$ cat config.mk
export PLATFORM = sky130hd
export DESIGN_NAME = chunked_add_serial
export DESIGN_NICKNAME = d
export VERILOG_FILES = /design/src/rtl/chunked_add_serial.sv
export SDC_FILE = /design/constraint.sdc
export NUM_CORES = 1
export LEC_CHECK = 0
export ABC_AREA = 0
export CELL_PAD_IN_SITES_DETAIL_PLACEMENT = 0
export CELL_PAD_IN_SITES_GLOBAL_PLACEMENT = 2
export CORE_ASPECT_RATIO = 0.6
export CORE_MARGIN = 5
export CORE_UTILIZATION = 46
export CTS_BUF_LIST = sky130_fd_sc_hd__clkbuf_8
export DETAILED_ROUTE_END_ITERATION = 10
export DONT_BUFFER_PORTS = 1
export PLACE_DENSITY_LB_ADDON = 0.05
export SLEW_MARGIN = 30
export SYNTH_ARGS = -nofsm -noshare
export SYNTH_HDL_FRONTEND = slang
export SYNTH_SLANG_ARGS = --single-unit
$ cat constraint.sdc
create_clock -name clk -period 9.3 [get_ports clk]
set_clock_uncertainty 0.1 [all_clocks]
set_input_delay 1.86 -clock clk [delete_from_list [all_inputs] [get_ports clk]]
set_output_delay 1.86 -clock clk [all_outputs]
set_load 0.01 [all_outputs]
$ cat src/rtl/chunked_add_serial.sv
// rtl/chunked_add_serial.sv - multi-cycle adder, one CHUNK_WIDTH slice per clock, valid/ready on both sides
// Optional feature macro: CHUNKED_ADD_SERIAL_SUB_EN adds the op_sub port (a-b via a + ~b + 1).
module chunked_add_serial #(
  parameter int WIDTH       = 32,
  parameter int CHUNK_WIDTH = 8
) (
  input  logic             clk,
  input  logic             rst_n,
  input  logic             in_valid,
  output logic             in_ready,
  input  logic [WIDTH-1:0] a,
  input  logic [WIDTH-1:0] b,
`ifdef CHUNKED_ADD_SERIAL_SUB_EN
  input  logic             op_sub,
`endif
  output logic             out_valid,
  input  logic             out_ready,
  output logic [WIDTH-1:0] out,
  output logic             carry_out
);
  localparam int NUM_CHUNKS = WIDTH / CHUNK_WIDTH;
  localparam int IDX_W      = (NUM_CHUNKS > 1) ? $clog2(NUM_CHUNKS) : 1;
  localparam logic [IDX_W-1:0] LAST_IDX = IDX_W'(NUM_CHUNKS - 1);

  typedef enum logic [1:0] {
    IDLE = 2'd0,
    BUSY = 2'd1,
    DONE = 2'd2
  } state_t;

  state_t                 state_q, state_d;
  logic [WIDTH-1:0]       a_q;
  logic [WIDTH-1:0]       b_q;
  logic [IDX_W-1:0]       idx_q;
  logic                   carry_q;
  logic                   last_chunk;
  logic                   sub_sel;
  logic [CHUNK_WIDTH-1:0] a_chunk;
  logic [CHUNK_WIDTH-1:0] b_chunk;
  logic [CHUNK_WIDTH:0]   chunk_sum;

`ifdef CHUNKED_ADD_SERIAL_SUB_EN
  assign sub_sel = op_sub;
`else
  assign sub_sel = 1'b0;
`endif

  assign last_chunk = (idx_q == LAST_IDX);

  always_ff @(posedge clk or negedge rst_n) begin
    if (!rst_n) begin
      state_q <= IDLE;
    end else begin
      state_q <= state_d;
    end
  end

  always_comb begin
    state_d = state_q;
    case (state_q)
      IDLE:    if (in_valid) state_d = BUSY;
      BUSY:    if (last_chunk) state_d = DONE;
      DONE:    if (out_ready) state_d = IDLE;
      default: state_d = IDLE;
    endcase
  end

  always_comb begin
    in_ready  = (state_q == IDLE);
    out_valid = (state_q == DONE);
  end

  // Mux the active slice out of each operand; the carry chain is only CHUNK_WIDTH+1 long.
  always_comb begin
    a_chunk = '0;
    b_chunk = '0;
    for (int i = 0; i < NUM_CHUNKS; i++) begin
      if (idx_q == IDX_W'(i)) begin
        a_chunk = a_q[i*CHUNK_WIDTH +: CHUNK_WIDTH];
        b_chunk = b_q[i*CHUNK_WIDTH +: CHUNK_WIDTH];
      end
    end
    chunk_sum = {1'b0, a_chunk} + {1'b0, b_chunk} + {{CHUNK_WIDTH{1'b0}}, carry_q};
  end

  // b is stored already inverted for subtraction, so BUSY is a plain add with carry.
  always_ff @(posedge clk or negedge rst_n) begin
    if (!rst_n) begin
      a_q       <= '0;
      b_q       <= '0;
      idx_q     <= '0;
      carry_q   <= 1'b0;
      out       <= '0;
      carry_out <= 1'b0;
    end else if (state_q == IDLE && in_valid) begin
      a_q     <= a;
      b_q     <= sub_sel ? ~b : b;
      carry_q <= sub_sel;
      idx_q   <= '0;
    end else if (state_q == BUSY) begin
      for (int i = 0; i < NUM_CHUNKS; i++) begin
        if (idx_q == IDX_W'(i)) begin
          out[i*CHUNK_WIDTH +: CHUNK_WIDTH] <= chunk_sum[CHUNK_WIDTH-1:0];
        end
      end
      carry_q <= chunk_sum[CHUNK_WIDTH];
      idx_q   <= last_chunk ? '0 : idx_q + IDX_W'(1);
      if (last_chunk) begin
        carry_out <= chunk_sum[CHUNK_WIDTH];
      end
    end
  end

endmodule

==> results of run 1 <==
## metal layers
| layer | part of all wire | vias to the layer above |
|---|---|---|
| met1 | 0.50 | 1454 |
| met5 | 0.0020 | - |
| li1 | - | 1440 |
| met3 | 0.067 | 8 |
| met2 | 0.42 | 73 |
| met4 | 0.0068 | 4 |
## worst max-delay path, delay by kind of cell, from the launching register on
family                   cells  cell delay [ns]
multiplexers                 1             0.22
AO/OA/AOI/OAI                4             0.83
flip-flops                   1             0.40
buffers and inverters        1             0.07
adder cells (fa/ha/maj)      3             1.39
AND/OR/NAND/NOR              4             1.16
## power by group through the flow
| stage | registers [mW] | logic (mW) | clock network (mW) |
|---|---|---|---|
| detailed placement | 0.843 | 1.07 | 0 |
| finish | 0.830 | 1.05 | 0.287 |
| global route | 0.859 | 1.21 | 0.317 |
| floorplan | 0.792 | 0.840 | 0 |
| global placement | 0.843 | 1.05 | 0 |
| CTS | 0.834 | 1.07 | 0.300 |
## worst min path at each step
| stage | startpoint | endpoint | slack (ns) | cells past startpoint |
|---|---|---|---|---|
| floorplan | a_q[15]$_DFFE_PN0P_ | a_q[15]$_DFFE_PN0P_ | 0.36 | 1 |
| global placement | b_q[28]$_DFFE_PN0P_ | b_q[28]$_DFFE_PN0P_ | 0.37 | 1 |
| detailed placement | b_q[28]$_DFFE_PN0P_ | b_q[28]$_DFFE_PN0P_ | 0.38 | 1 |
| CTS | a_q[26]$_DFFE_PN0P_ | a_q[26]$_DFFE_PN0P_ | 0.40 | 1 |
| global route | b_q[27]$_DFFE_PN0P_ | b_q[27]$_DFFE_PN0P_ | 0.41 | 1 |
| finish | a_q[26]$_DFFE_PN0P_ | a_q[26]$_DFFE_PN0P_ | 0.39 | 1 |
## state kept, by name, summed over array words and instances (netlist names)
| register | flops |
|---|---|
| b_q | 32 |
| out | 32 |
| a_q | 32 |
| idx_q | 2 |
| carry_q | 1 |
| carry_out | 1 |
| state_q | 2 |
## final cells by class
type,instances,area [sq um],share of cell area
well taps,135,169,0.0336
inverters,10,37.5,0.00746
repair buffers,3,22.5,0.00448
clock buffers,9,124,0.0246
flip-flops and latches,102,2550,0.507
diodes,1,2.50,0.000498
clock inverters,7,81.3,0.0162
multi-input cells,278,2040,0.406
## metrics by stage
step,power (mW),hold slack (ns)
floorplan,1.63,0.358
global placement,1.89,0.367
detailed placement,1.91,0.375
CTS,2.21,0.398
global route,2.39,0.410
finish,2.17,0.395
## layout by cell type (no fill, tap or decap), types with 3 or more instances in the layout
cell	count
nor3_1	6
a221oi_1	4
dfrtp_1	102
nand2b_1	3
ha_1	11
clkbuf_8	9
nand3b_1	8
inv_1	10
a22o_1	3
mux2_2	9
nand2_1	50
a22oi_1	4
a21oi_1	26
nor2_1	12
mux2i_1	3
mux2_1	60
clkinv_4	3
nor2b_1	7
o21ai_0	34
o21ai_1	6
buf_4	3
o31ai_1	6
## kinds of logic (layout without fill, tap and decap cells)
kind of cell	count (synthesis)	after routing
AOI/OAI and AO/OA	96	96
DFF	102	102
other	0	1
xor gates and xnor gates	2	2
adders and majority gates	13	13
buffers and inverters	35	29
and+or+nand+nor	95	95
muxes	72	72
==> flow_summary.json, run 1 <==
{
  "yosysMostFrequentCell": "dfrtp_1",
  "dpl_worst_slack_ns": 5.07,
  "intPower_mw": 1.24,
  "combPwrFrac": 0.486,
  "drtIter0Drc": 126,
  "cts_sinks": 102,
  "layout_min_cycle_time_ns": 4.23,
  "vias_per_cell": 5.47,
  "hold_path_class": "reg -> reg",
  "synth.distinct_cells": 41,
  "final_area_sq_um": 5030,
  "dieArea_sq_um": 12500,
  "first_pass_iters": 4,
  "fin_crit_sh": 0.455,
  "syn_to_final_growth_pct": 5.73,
  "ys_ff_latch": 102,
  "worst_ir_drop_vdd_mv": 0.172,
  "cp-end-kind": "flip-flop",
  "leakagePower_nw": 2.17,
  "final_nets": 485,
  "drive_gt1_frac": 0.0880,
  "crit_type": "reg -> reg",
  "crit_start": "idx_q[1]$_DFFE_PN0P_",
  "dieWidth_microns": 141,
  "cts_resized": 0,
  "r2r-start": "idx_q[1]$_DFFE_PN0P_",
  "synth_common_cells": "102 x dfrtp_1, 60 x mux2_1, 50 x nand2_1",
  "antenna_found_initial": 3,
  "grt_overflow": 0,
  "synth-edff-count": 0,
  "slew_violations": 0,
  "use_met3": 0.0670,
  "max_cap_violations": 0,
  "gp_congestion": 0.758,
  "core-area_sq_um": 9980,
  "dieHeight_microns": 88.8,
  "r2r_cells": 13,
  "yosysTopAreaCell": "dfrtp_1",
  "clock_latency_ns": 0.37,
  "crit_chain": "inv_1 -> ha_1 -> nor2b_1 -> a221oi_1 -> nor3_1 -> a21oi_1 -> fa_1 -> fa_1 -> nor2b_1 -> o31a_1 -> nor2_2 -> o21ai_0 -> mux2_2",
  "synth_top_family_by_area": "multiplexers",
  "synth_nets": 496,
  "grt_pass1_wl_mm": 17.0,
  "start_util": 0.476,
  "grtUsageTotal": 0.179,
  "crit_required_ns": 9.51,
  "n_fill_cell": 922,
  "p_seq_frac": 0.382,
  "synthTopCellsByArea": "dfrtp_1 54%, mux2_1 14%, nand2_1 3.9%",
  "grt_pass1_vias": 2989,
  "clk_pin_slew_ns": 0.10,
  "synth_xor_area_frac": 0.00526,
  "async_flop_share": 1.00,
  "synth_area_sq_um": 4760,
  "synth.mux.area_fraction": 0.170,
  "relSlewSlack": 0.430,
  "clockBufferDepth": 2,
  "critPathMaxFanout": 26,
  "place_area_sq_um": 4820,
  "place_hpwl_mm": 7.66,
  "busiest_layer": "met1",
  "ant_nets": 0,
  "p_sw_uw": 932,
  "synthAdderAreaFrac": 0.0373,
  "ys_seq_area_frac": 0.537,
  "vias": 2979,
  "p_sw_frac": 0.429,
  "fmax_mhz": 236,
  "h-tree-depth": 3,
  "postCtsHoldBufs": 0,
  "finalSetupViolCount": 0,
  "worst_ep_arrival_time_ns": 4.44,
  "cts_root_buffer": "clkbuf_8",
  "dp.cells": 528,
  "critPathSlowestCell": "nor2b_1",
  "synth_compound_area_frac": 0.121,
  "ios": 103,
  "num_rows": 28,
  "grt_max_degree": 103,
  "cts_buffers": 9,
  "worstMarginPinSlew_ns": 0.856,
  "routed_wl_mm": 10.5,
  "fin_util": 0.504,
  "status": "complete, no violations",
  "drcViolationCount": 0,
  "synthSimpleGateAreaFrac": 0.0955,
  "max_stage_delay_ns": 0.65,
  "ys.flop_type": "dfrtp_1",
  "wl_per_cell_microns": 19.3,
  "setup-tns-final_ns": 0,
  "ys_warn_count": 0,
  "postCtsSetupBuffers": 0,
  "power_density_nw_per_um2": 432,
  "reg2reg_setup_slack_ns": 5.07,
  "endpoint": "carry_out$_DFFE_PN0P_",
  "clockPowerShare": 0.132,
  "rr_endpoint": "carry_out$_DFFE_PN0P_",
  "synthCells": 415,
  "yosysTopAreaCellShare": 0.537,
  "cts_tree": "yes",
  "syn_area_per_cell_sq_um": 11.5,
  "fin_cells": 545,
  "grt_use_met2": 0.254,
  "grtUsageMet1": 0.260,
  "rsz0062_at_grt": "no",
  "critPathLaunchType": "flip-flop",
  "fin_ws_ns": 5.07,
  "hold_viol": 0,
  "port_buffers": 0
}
Power figures use the tool's default switching activity.
==> inputs of run 2 (changes only) <==
Settings changed: ABC_AREA 0 to 1, CORE_UTILIZATION 46 to 38.
Clock period 9.3 ns to 4.3 ns, I/O delays scaled along.
==> run 2 against run 1 <==
- count of clock-buffer cells in the layout unchanged
- global-route usage down 0.22 points
- non-clock buffer count down 1
- register-to-register slack worse by 4.2 ns
- worst hold slack worse by 0.33 ns
- power up 130%
- fmax up 24%
- via count up 24%
- sequential power up 120%
- largest cell class unchanged
- largest power group unchanged
==> flow_summary.json, run 2 <==
{
  "synth_common_cells": "336 x nand2_1, 102 x dfrtp_1, 30 x o21ai_0",
  "antenna_cells": 0,
  "final_nets": 672,
  "synth_compound_area_frac": 0.0719,
  "setup-tns-final_ns": 0,
  "yosysMostFrequentCell": "nand2_1",
  "ys_warn_count": 0,
  "ys.flop_type": "dfrtp_1",
  "ant_nets": 0,
  "p_sw_mw": 2.43,
  "ys_ff_latch": 102,
  "critPathLaunchType": "flip-flop",
  "whs_ns": 0.0671,
  "layout_min_cycle_time_ns": 3.42,
  "hold_path_class": "in -> async",
  "grtUsageTotal": 0.176,
  "synth_xor_area_frac": 0.00541,
  "relSlewSlack": 0.469,
  "vias_per_cell": 4.84,
  "slew_violations": 0,
  "cts_root_buffer": "clkbuf_8",
  "syn_to_final_growth_pct": 5.47,
  "yosysTopAreaCellShare": 0.526,
  "p_total_mw": 4.91,
  "critPathMaxFanout": 20,
  "final_common_cell": "nand2_1",
  "gp_congestion": 0.802,
  "p_sw_frac": 0.495,
  "cp-end-kind": "flip-flop",
  "top_regs": "a_q: 32 flops, b_q: 32 flops, out: 32 flops",
  "synth.distinct_cells": 28,
  "clk_pin_slew_ns": 0.10,
  "hold_viol": 0,
  "synth_nets": 684,
  "core-area_sq_um": 12700,
  "cts_resized": 0,
  "crit_required_ns": 4.51,
  "worstMarginPinSlew_ns": 0.796,
  "synth_top_family_by_area": "simple AND/OR/NAND/NOR gates",
  "async_flop_share": 1.00,
  "combPwrFrac": 0.511,
  "fmax_mhz": 293,
  "r2r_cells": 15,
  "cts_buffers": 9,
  "postCtsSetupBuffers": 0,
  "synthCells": 603,
  "postCtsHoldBufs": 0,
  "dieHeight_microns": 97.5,
  "vias": 3700,
  "grt_max_degree": 103,
  "routed_wl_mm": 13.1,
  "grt_pass1_wl_mm": 21.0,
  "fin_crit_sh": 0.795,
  "clockPowerShare": 0.123,
  "worst_ep_arrival_time_ns": 3.62,
  "first_pass_iters": 5,
  "intPower_mw": 2.48,
  "rr_endpoint": "out[12]$_DFFE_PN0P_",
  "r2r-start": "idx_q[1]$_DFFE_PN0P_",
  "clockBufferDepth": 2,
  "h-tree-depth": 3,
  "drive_gt1_frac": 0.0538,
  "grt_pass1_vias": 3806,
  "syn_area_per_cell_sq_um": 8.05,
  "synth_area_sq_um": 4850,
  "drcViolationCount": 0,
  "start_util": 0.382,
  "synthAdderAreaFrac": 0.0366,
  "dieArea_sq_um": 15200,
  "cts_tree": "yes",
  "crit_type": "reg -> reg",
  "leakagePower_nw": 2.79,
  "grt_overflow": 0,
  "dpl_worst_slack_ns": 0.846,
  "synthTopCellsByArea": "dfrtp_1 53%, nand2_1 26%, o21ai_0 3.1%",
  "dieWidth_microns": 156,
  "worst_ir_drop_vdd_mv": 0.277,
  "clock_latency_ns": 0.37,
  "port_buffers": 0,
  "synth-edff-count": 0,
  "num_rows": 32,
  "wl_per_cell_microns": 17.2,
  "cts_sinks": 102,
  "drtIter0Drc": 203,
  "power_density_nw_per_um2": 960,
  "status": "complete, no violations",
  "antenna_found_initial": 0,
  "p_seq_frac": 0.365,
  "fin_ws_ns": 0.883,
  "layout_common_cells": "335 x nand2_1, 102 x dfrtp_1, 30 x o21ai_0, 24 x inv_1, 18 x nand3_1",
  "reg2reg_setup_slack_ns": 0.88,
  "ys_seq_area_frac": 0.526,
  "place_hpwl_mm": 9.64,
  "finalSetupViolCount": 0,
  "synthSimpleGateAreaFrac": 0.305,
  "max_cap_violations": 0,
  "synth.mux.area_fraction": 0,
  "rsz0062_at_grt": "no",
  "ios": 103,
  "yosysTopAreaCell": "dfrtp_1"
}
[run 2: cell types whose count changed in the layout (fill, tap and decap cells not counted), sizes merged, moves of 8 or more]
cell	previous run	this run
nand3	1	18
nand2	52	336
o21ai	40	32
inv	12	31
mux2	69	0
nor2b	8	0
a21oi	26	11
[run 2: power by group through the flow]
stage | registers (mW) | logic (mW) | clock network (mW)
2_1_floorplan | 1.68 | 1.90 | 0
3_3_place_gp | 1.83 | 2.50 | 0
3_5_place_dp | 1.82 | 2.54 | 0
4_1_cts | 1.80 | 2.55 | 0.624
5_1_grt | 1.85 | 2.90 | 0.663
6_report | 1.80 | 2.51 | 0.606
[run 2: worst max-delay path by stage]
| stage | slack [ns] | cells past startpoint | startpoint | to |
|---|---|---|---|---|
| floorplan | 1.42 | 15 | idx_q[0]$_DFFE_PN0P_ | out[12]$_DFFE_PN0P_ |
| global placement | 0.95 | 15 | idx_q[1]$_DFFE_PN0P_ | out[20]$_DFFE_PN0P_ |
| detailed placement | 0.85 | 15 | idx_q[1]$_DFFE_PN0P_ | out[28]$_DFFE_PN0P_ |
| CTS | 0.81 | 15 | idx_q[1]$_DFFE_PN0P_ | out[28]$_DFFE_PN0P_ |
| global route | 0.54 | 15 | idx_q[1]$_DFFE_PN0P_ | out[12]$_DFFE_PN0P_ |
| finish | 0.88 | 15 | idx_q[1]$_DFFE_PN0P_ | out[12]$_DFFE_PN0P_ |
[run 2: layout make-up]
cell class	count	area [sq um]
Clock buffer	9	124
Clock inverter	6	62.6
Fill cell	1312	7570
Inverter	30	116
Multi-Input combinational cell	446	2040
Sequential cell	102	2550
Tap cell	170	213
Timing Repair Buffer	2	15.0
[run 2: critical path, stage by stage, from the launching register on]
cell	delay, ns
dfrtp_1	0.41
inv_1	0.11
ha_1	0.65
nand2_1	0.09
o21ai_0	0.11
nand2_1	0.07
nand2_1	0.07
o21ai_0	0.11
fa_1	0.45
fa_1	0.42
inv_1	0.10
nand3_1	0.06
nand3_1	0.08
xor2_1	0.35
nand2_1	0.10
nand2_1	0.08
[run 2: layer usage]
layer	wire length, microns	track usage
met5	0	0
met4	112	0.0343
met3	984	0.0579
met2	5180	0.237
met1	6870	0.274
[run 2: logic make-up after synthesis]
| logic type | after synthesis |
|---|---|
| adders and majority gates | 13 |
| buffers and inverters | 55 |
| and+or+nand+nor | 369 |
| AOI/OAI and AO/OA | 61 |
| xor gates and xnor gates | 3 |
| DFF | 102 |
[run 2: through the flow]
| step | instance area (sq um) | utilization | instances |
|---|---|---|---|
| finish | 5120 | 0.403 | 765 |
| global route | 5120 | 0.403 | 765 |
| CTS | 5120 | 0.403 | 765 |
| detailed placement | 4930 | 0.389 | 750 |
| global placement | 4930 | 0.389 | 750 |
| floorplan | 4850 | - | 603 |
==> inputs of run 3 (changes only) <==
Clock period 4.3 ns to 3.3 ns, I/O delays scaled along.
==> run 3 against run 2 <==
- critical path depth is 1 lower
- clock power rose by 49%
- wire length shrank 2.1%
- via count about the same
- die area unchanged
- sequential share of layout area is 1.5 points lower
- worst hold slack better by 0.041 ns
- power rose by 38%
- critical endpoint is now out[22]$_DFFE_PN0P_
- largest cell class unchanged
- largest power group unchanged
==> flow_summary.json, run 3 (synthesized netlist as in run 2, its figures left out) <==
{
  "status": "complete, no violations",
  "reg2reg_setup_slack_ns": 0.35,
  "critPathMaxFanout": 13,
  "syn_to_final_growth_pct": 8.69,
  "drive_gt1_frac": 0.0741,
  "port_buffers": 0,
  "grtUsageTotal": 0.176,
  "worst_ir_drop_vdd_mv": 0.401,
  "crit_required_ns": 3.47,
  "critPathLaunchType": "flip-flop",
  "slew_violations": 0,
  "cts_sinks": 102,
  "hold_viol": 0,
  "dieWidth_microns": 156,
  "gp_congestion": 0.792,
  "final_common_cell": "nand2_1",
  "worstMarginPinSlew_ns": 0.819,
  "vias": 3701,
  "clockPowerShare": 0.134,
  "max_cap_violations": 0,
  "cts_tree": "yes",
  "fmax_mhz": 339,
  "leakagePower_nw": 2.88,
  "grt_use_met2": 0.233,
  "grt_pass1_wl_mm": 20.9,
  "num_rows": 32,
  "h-tree-depth": 3,
  "hold_path_class": "in -> async",
  "first_pass_iters": 4,
  "start_util": 0.382,
  "clock_latency_ns": 0.37,
  "fin_crit_sh": 0.895,
  "final_nets": 683,
  "r2r-start": "idx_q[0]$_DFFE_PN0P_",
  "p_sw_mw": 3.24,
  "postCtsSetupBuffers": 0,
  "layout_common_cells": "335 x nand2_1, 102 x dfrtp_1, 30 x o21ai_0, 24 x inv_1, 18 x nand3_1",
  "dp.cells": 760,
  "dieArea_sq_um": 15200,
  "r2r_cells": 14,
  "fin_ws_ns": 0.346,
  "use_met3": 0.0547,
  "grt_overflow": 0,
  "clockBufferDepth": 2,
  "top_regs": "a_q: 32 flops, b_q: 32 flops, out: 32 flops",
  "grt_max_degree": 103,
  "finalSetupViolCount": 0,
  "clk_pin_slew_ns": 0.10,
  "intPower_mw": 3.53,
  "whs_ns": 0.108,
  "antenna_cells": 0,
  "rsz0062_at_grt": "no",
  "cts_buffers": 9,
  "antenna_found_initial": 0,
  "cts_root_buffer": "clkbuf_8",
  "vias_per_cell": 4.76,
  "p_seq_frac": 0.340,
  "dieHeight_microns": 97.5,
  "dpl_worst_slack_ns": 0.273,
  "grt_pass1_vias": 3799,
  "ios": 103,
  "crit_type": "reg -> reg",
  "power_density_nw_per_um2": 1280,
  "wl_per_cell_microns": 16.6,
  "ant_nets": 0,
  "core-area_sq_um": 12700,
  "drtIter0Drc": 240,
  "drcViolationCount": 0,
  "fin_util": 0.416,
  "grtUsageMet1": 0.277,
  "busiest_layer": "met1",
  "cp-end-kind": "flip-flop",
  "worst_ep_arrival_time_ns": 3.12,
  "layout_min_cycle_time_ns": 2.95,
  "rr_endpoint": "out[22]$_DFFE_PN0P_",
  "combPwrFrac": 0.526,
  "routed_wl_mm": 12.9,
  "p_sw_frac": 0.479,
  "relSlewSlack": 0.454,
  "place_hpwl_mm": 9.49,
  "setup-tns-final_ns": 0,
  "fin_cells": 777
}
## run 3: cell count changes in the layout (fill, tap and decap cells not counted), sizes merged
cell / previous run / this run
bufinv: 1 / 2
clkbuf: 9 / 11
clkinvlp: 2 / 0
buf: 2 / 13
## run 3: worst max path at each step
stage | startpoint | end | slack, ns
2_1_floorplan | idx_q[0]$_DFFE_PN0P_ | out[12]$_DFFE_PN0P_ | 0.42
4_1_cts | idx_q[1]$_DFFE_PN0P_ | out[20]$_DFFE_PN0P_ | 0.24
3_5_place_dp | idx_q[1]$_DFFE_PN0P_ | out[20]$_DFFE_PN0P_ | 0.27
5_1_grt | idx_q[1]$_DFFE_PN0P_ | out[6]$_DFFE_PN0P_ | 0.01
3_3_place_gp | idx_q[1]$_DFFE_PN0P_ | out[4]$_DFFE_PN0P_ | 0.34
6_report | idx_q[0]$_DFFE_PN0P_ | out[22]$_DFFE_PN0P_ | 0.35
## run 3: metrics by stage
stage                     instance area, sq um  power (mW)
after detailed placement                  5010        5.86
after floorplan                           4850        4.67
final                                     5280        6.76
after global routing                      5280        7.44
after CTS                                 5270        6.83
after global placement                    5010        5.84
## run 3: power by group through the flow
stage	logic [mW]	registers [mW]	clock network [mW]
2_1_floorplan	2.48	2.19	0
3_3_place_gp	3.49	2.35	0
3_5_place_dp	3.53	2.33	0
4_1_cts	3.58	2.32	0.939
5_1_grt	4.07	2.38	0.998
6_report	3.56	2.30	0.904
## run 3: repair_timing
| item | 4_1_cts | 5_1_grt |
|---|---|---|
| gates resized for setup | 0 | 1 |
| hold buffers | 1 | 0 |
| setup endpoints to repair | 0 | 4 |
| hold endpoints to repair | 102 | 0 |
## run 3: cell type report
class                      instances  area [sq um]
sequential                       102          2550
clock buffer                      11           151
inverter                          30           116
multi-input combinational        446          2040
timing repair buffer              13           118
fill                            1291          7420
clock inverter                     5          81.3
tap                              170           213
## run 3: routing by layer
layer / vias up / share of wire
met5: - / 0
met3: 7 / 0.074
li1: 1868 / -
met1: 1736 / 0.53
met4: 0 / 0.0075
met2: 90 / 0.39
## run 3: worst max-delay path, cell delays in order, from the launching register on
cell     delay [ns]
dfrtp_1        0.43
inv_1          0.09
ha_1           0.23
inv_2          0.23
buf_4          0.23
buf_4          0.14
a31oi_1        0.09
a21o_1         0.17
ha_1           0.37
nand2_1        0.14
nor2_1         0.06
nand2_1        0.07
nand4_1        0.26
nand3_1        0.19
nand2_1        0.06
